`src/rtl/mul_ctrl_pkg.sv`:
```
// Shared definitions for the multiply issue/return controller.
package mul_ctrl_pkg;

  localparam int unsigned MUL_OP_W = 2;
  localparam int unsigned DATA_W   = 32;
  localparam int unsigned OPND_W   = 34;
  localparam int unsigned PROD_W   = 68;

  // Op encoding; 2'b11 is reserved and executes as MUL_W.
  typedef enum logic [MUL_OP_W-1:0] {
    MUL_OP_MUL_W   = 2'b00,
    MUL_OP_MULH_W  = 2'b01,
    MUL_OP_MULH_WU = 2'b10,
    MUL_OP_RSVD    = 2'b11
  } mul_op_e;

  // Widen a 32b source to the multiplier's 34b signed operand.
  function automatic logic [OPND_W-1:0] ext_opnd(input logic [DATA_W-1:0] x,
                                                 input logic zext);
    return zext ? {2'b00, x} : {{2{x[DATA_W-1]}}, x};
  endfunction

  // True when the op returns the upper 32b of the 64b product.
  function automatic logic sel_hi(input mul_op_e op);
    return (op == MUL_OP_MULH_W) || (op == MUL_OP_MULH_WU);
  endfunction

endpackage

```
`src/rtl/mul.sv`:
```
// 34x34 signed multiplier producing the full 68b product.
module mul
  import mul_ctrl_pkg::*;
(
  input  logic [OPND_W-1:0] a,
  input  logic [OPND_W-1:0] b,
  output logic [PROD_W-1:0] prod
);

  logic [PROD_W-1:0] a_x;
  logic [PROD_W-1:0] b_x;

  // Sign-extend to product width so the modular product equals the signed one.
  assign a_x  = {{(PROD_W-OPND_W){a[OPND_W-1]}}, a};
  assign b_x  = {{(PROD_W-OPND_W){b[OPND_W-1]}}, b};
  assign prod = a_x * b_x;

endmodule

```
`src/rtl/mul_ctrl.sv`:
```
// Two-stage issue/return controller around the 34b multiplier.
// Handshake in cycle c -> operands in S1 during c+1 -> result valid in c+2.
module mul_ctrl
  import mul_ctrl_pkg::*;
#(
  parameter int unsigned TAG_W = 5
) (
  input  logic                clk,
  input  logic                reset,
  input  logic                flush,
  input  logic                in_valid,
  output logic                in_ready,
  input  logic [MUL_OP_W-1:0] in_op,
  input  logic [DATA_W-1:0]   in_src1,
  input  logic [DATA_W-1:0]   in_src2,
  input  logic [TAG_W-1:0]    in_tag,
  output logic                out_valid,
  input  logic                out_ready,
  output logic [DATA_W-1:0]   out_result,
  output logic [TAG_W-1:0]    out_tag,
  output logic                busy
);

  // Stage 1: extended operands awaiting the multiplier.
  logic                s1_valid_q, s1_valid_d;
  mul_op_e             s1_op_q,    s1_op_d;
  logic [OPND_W-1:0]   s1_a_q,     s1_a_d;
  logic [OPND_W-1:0]   s1_b_q,     s1_b_d;
  logic [TAG_W-1:0]    s1_tag_q,   s1_tag_d;

  // Stage 2: selected result half awaiting the consumer.
  logic                s2_valid_q,  s2_valid_d;
  logic [DATA_W-1:0]   s2_result_q, s2_result_d;
  logic [TAG_W-1:0]    s2_tag_q,    s2_tag_d;

  logic                s1_ready_c;
  logic                s2_ready_c;
  logic                accept_c;
  mul_op_e             in_op_c;
  logic [PROD_W-1:0]   prod;
  logic [DATA_W-1:0]   result_c;
  logic                unused_prod_hi;

  assign in_op_c = mul_op_e'(in_op);

  // Backpressure chain: each stage frees up if empty or draining downstream.
  assign s2_ready_c = !s2_valid_q || out_ready;
  assign s1_ready_c = !s1_valid_q || s2_ready_c;
  assign in_ready   = s1_ready_c && !flush;
  assign accept_c   = in_valid && in_ready;

  mul u_mul (
    .a    (s1_a_q),
    .b    (s1_b_q),
    .prod (prod)
  );

  // Select the architectural 32b half; bits above 63 carry no information.
  assign result_c       = sel_hi(s1_op_q) ? prod[63:32] : prod[31:0];
  assign unused_prod_hi = ^prod[PROD_W-1:64];

  // Stage 1 next state: flush empties, otherwise load on accept or drain on move.
  always_comb begin
    s1_valid_d = s1_valid_q;
    s1_op_d    = s1_op_q;
    s1_a_d     = s1_a_q;
    s1_b_d     = s1_b_q;
    s1_tag_d   = s1_tag_q;
    if (flush) begin
      s1_valid_d = 1'b0;
    end else if (s1_ready_c) begin
      s1_valid_d = accept_c;
      if (accept_c) begin
        s1_op_d  = in_op_c;
        s1_a_d   = ext_opnd(in_src1, in_op_c == MUL_OP_MULH_WU);
        s1_b_d   = ext_opnd(in_src2, in_op_c == MUL_OP_MULH_WU);
        s1_tag_d = in_tag;
      end
    end
  end

  // Stage 2 next state: flush empties but keeps the last data visible.
  always_comb begin
    s2_valid_d  = s2_valid_q;
    s2_result_d = s2_result_q;
    s2_tag_d    = s2_tag_q;
    if (flush) begin
      s2_valid_d = 1'b0;
    end else if (s2_ready_c) begin
      s2_valid_d = s1_valid_q;
      if (s1_valid_q) begin
        s2_result_d = result_c;
        s2_tag_d    = s1_tag_q;
      end
    end
  end

  // Pipeline registers with synchronous reset.
  always_ff @(posedge clk) begin
    if (reset) begin
      s1_valid_q  <= 1'b0;
      s1_op_q     <= MUL_OP_MUL_W;
      s1_a_q      <= '0;
      s1_b_q      <= '0;
      s1_tag_q    <= '0;
      s2_valid_q  <= 1'b0;
      s2_result_q <= '0;
      s2_tag_q    <= '0;
    end else begin
      s1_valid_q  <= s1_valid_d;
      s1_op_q     <= s1_op_d;
      s1_a_q      <= s1_a_d;
      s1_b_q      <= s1_b_d;
      s1_tag_q    <= s1_tag_d;
      s2_valid_q  <= s2_valid_d;
      s2_result_q <= s2_result_d;
      s2_tag_q    <= s2_tag_d;
    end
  end

  assign out_valid  = s2_valid_q;
  assign out_result = s2_result_q;
  assign out_tag    = s2_tag_q;
  assign busy       = s1_valid_q || s2_valid_q;

endmodule
```
`config.mk`:
```
export PLATFORM = sky130hd
export DESIGN_NAME = mul_ctrl
export DESIGN_NICKNAME = d
export VERILOG_FILES = /design/src/rtl/mul_ctrl_pkg.sv /design/src/rtl/mul.sv /design/src/rtl/mul_ctrl.sv
export SDC_FILE = /design/constraint.sdc
export NUM_CORES = 2
export LEC_CHECK = 0
export ABC_AREA = 1
export CAP_MARGIN = 20
export CORE_AREA = 2 2 367 260
export CTS_CLUSTER_DIAMETER = 60
export CTS_CLUSTER_SIZE = 16
export DETAILED_ROUTE_END_ITERATION = 12
export DIE_AREA = 0 0 369 262
export PLACE_DENSITY = 0.66
export RECOVER_POWER = 100
export REMOVE_ABC_BUFFERS = 1
export SYNTH_ARGS = -nofsm -noshare
export SYNTH_HDL_FRONTEND = slang
export SYNTH_SLANG_ARGS = --single-unit
```
`constraint.sdc`:
```
create_clock -name clk -period 8 [get_ports clk]
set_clock_uncertainty 0.15 [all_clocks]
set_input_delay 1.2 -clock clk [delete_from_list [all_inputs] [get_ports clk]]
set_output_delay 1.2 -clock clk [all_outputs]
set_load 0.01 [all_outputs]
```
==> flow_summary.json <==
{
  "outcome": "complete, but fails checks",
  "violations": "capacitance limit, slew limit",
  "required_ns": 8.14,
  "wl_per_cell_um": 18.6,
  "power_density_mw_per_mm2": 119,
  "synth-edff-count": 0,
  "die_w_um": 369,
  "grt_pass1_vias": 38092,
  "start_util_pct": 49.5,
  "drc": 0,
  "r2r_start": "s1_a_q[29]",
  "first_pass_iters": 6,
  "cts_buffer_depth": 2,
  "critPathLaunch": "s1_a_q[29]",
  "finalSetupViolCount": 0,
  "num_antenna_cells": 0,
  "cts_sinks": 112,
  "synth-seq-cells": 112,
  "pre_cts_ws_ns": 0.0886,
  "grt_setup_unrepaired": "no",
  "grt_antenna_before_repair": 5,
  "synth_most_common_cell": "inv_1",
  "drive_gt1_share_pct": 4.57,
  "arrival_ns": 7.87,
  "crit_path_end_kind": "flop",
  "critPathKind": "reg -> reg",
  "crit_path_max_fanout": 17,
  "grt-ovfl-total": 0,
  "rrSetupSlack_ns": 0.27,
  "ys.flop_type": "dfxtp_1",
  "maxSlewViolCount": 195,
  "fin_ws_ns": 0.267,
  "synthTopCellsByArea": "fa_1, inv_1, nand2_1",
  "vias": 36921,
  "die_h_um": 262,
  "cts_inserted_buffers": 9,
  "ant_nets": 0,
  "cap_violations": 4,
  "relSlewSlack_pct": -174,
  "wl_um": 135000,
  "gp_congestion": 1.01,
  "synthArstFlopShare_pct": 0,
  "io_pins": 116,
  "synth_seq_area_share_pct": 4.86,
  "synthCells": 5996,
  "synth_area_per_cell_um2": 7.69,
  "die-area_mm2": 0.0967,
  "r2r-end": "out_result[3]",
  "period_share_pct": 96.7,
  "rows": 94,
  "drt_iter0_drc": 3289,
  "worst_pin_slew_ns": 4.11,
  "leakage_uw": 0.0299,
  "finalHoldViolations": 0,
  "yosys_warnings": 0,
  "yosysTopAreaCellShare_pct": 50.9,
  "clk_pin_slew_ns": 0.12,
  "yosysTopAreaCell": "fa_1",
  "insertion_delay_ns": 0.46,
  "grt_max_degree": 83,
  "cp-endpoint": "out_result[3]",
  "areaGrowthSynthToFinish_pct": 8.29,
  "hold-worst-slack_ns": 0.312,
  "dp_cells": 7246,
  "synthDistinctLibCells": 40,
  "final_cells": 7269,
  "cts_tree": "yes",
  "worstHoldPathCells": 2,
  "irDropWorstVdd_v": 0.000133,
  "cts-root-buf": "clkbuf_16",
  "max_freq_mhz": 129,
  "hpwl_um": 115000,
  "yosys-top-cells-count": "inv_1, nand2_1, fa_1",
  "synth_area_mm2": 0.0461,
  "grt_pass1_wl_um": 217000,
  "r2r_cells": 26,
  "port_buffers": 115,
  "htreeDepth": 3,
  "min_path_type": "reg -> reg",
  "final_nets": 7464,
  "startpoint_type": "flop",
  "grt_use_total_pct": 29.4,
  "min_from": "s1_tag_q[3]",
  "fin_tns_setup_ns": 0,
  "coreArea_mm2": 0.0931,
  "avgViaCountPerCell": 5.08,
  "fin_crit_ns": 7.73
}
per-layer routing:
metal / wire [um] / vias up / GRT usage, %
met5: 13 / - / 0
met4: 2540 / 2 / 5.59
met3: 13100 / 156 / 5.62
met2: 58600 / 1609 / 44.1
met1: 61000 / 18544 / 44.5
li1: - / 16610 / -
worst min path at each step:
| stage | slack, ns | to |
|---|---|---|
| after floorplan | 0.28 | out_tag[0] |
| after global placement | 0.29 | out_tag[3] |
| after detailed placement | 0.30 | s1_tag_q[1] |
| after CTS | 0.31 | out_tag[3] |
| after global routing | 0.33 | out_tag[1] |
| final | 0.31 | s1_tag_q[3] |
cells by family after synthesis:
family          after synthesis  share of synthesized area, %
buf+inv                    2213                          18.0
xor+xnor                      9                         0.187
flops                       112                          4.86
simple gates               1942                          16.7
fa+ha+maj                  1372                          56.3
compound gates              348                          3.94
layout make-up:
| cell class | instances | area [um^2] |
|---|---|---|
| fillers | 8927 | 43200 |
| repair buffers | 314 | 3050 |
| flip-flops and latches | 112 | 2260 |
| clock inverters | 7 | 93.8 |
| multi-input cells | 3671 | 35600 |
| well taps | 1248 | 1560 |
| clock buffers | 9 | 225 |
| inverters | 1908 | 7170 |
where the power goes:
group | leakage [uW] | internal (uW) | switching, uW
registers | 0.000925 | 590 | 72.7
clock network | 0.000154 | 232 | 363
logic | 0.0288 | 1690 | 3000
repair_timing:
| action | 4_1_cts | 5_1_grt |
|---|---|---|
| hold buffers | 0 | 0 |
| setup buffers | 0 | 7 |
| setup endpoints to repair | 0 | 30 |
| gates resized for setup | 0 | 26 |
flip-flops by register name (all words and copies together), names as in the netlist:
name / cells
s1_op_q: 2
s1_a_q: 33
out_valid: 1
s1_tag_q: 5
out_result: 32
s1_b_q: 33
s1_valid_q: 1
out_tag: 5
worst max-delay path, cell delays in order (launching register included):
cell	delay, ns
dfxtp_1	0.90
nand2_1	0.11
inv_1	0.11
fa_1	0.39
inv_1	0.09
fa_1	0.41
fa_1	0.50
fa_1	0.55
inv_1	0.05
fa_1	0.50
inv_1	0.05
fa_1	0.57
fa_1	0.47
fa_1	0.50
inv_1	0.04
ha_1	0.40
a21oi_1	0.51
o21a_1	0.25
nand2_1	0.06
nor2_1	0.22
nand2_2	0.15
nand2_1	0.12
nand2_1	0.06
nand2_1	0.05
nand3_1	0.13
nand2_1	0.12
a21oi_1	0.06
stage by stage:
step	utilization (%)	area (um^2)	total power, uW
2_1_floorplan	-	45000	3340
3_3_place_gp	53.2	49600	5220
3_5_place_dp	53.2	49600	5240
4_1_cts	53.5	49900	5890
5_1_grt	53.6	50000	6450
6_report	53.6	50000	5950
cells in the final DEF, fill, tap and decap left out, drive strengths merged:
| master | n |
|---|---|
| a21boi | 4 |
| a21o | 1 |
| a21oi | 155 |
| a31oi | 4 |
| and2 | 2 |
| buf | 189 |
| clkbuf | 19 |
| clkdlybuf4s50 | 73 |
| clkinv | 3 |
| clkinvlp | 3 |
| dfxtp | 112 |
| dlygate4sd3 | 42 |
| fa | 1174 |
| ha | 198 |
| inv | 1909 |
| nand2 | 1494 |
| nand3 | 117 |
| nand3b | 5 |
| nand4 | 24 |
| nor2 | 275 |
| nor3 | 13 |
| nor4 | 4 |
| o21a | 2 |
| o21ai | 167 |
| o21bai | 15 |
| or2 | 8 |
| xnor2 | 7 |
| xor2 | 2 |
(Power assumes the default switching activity.)
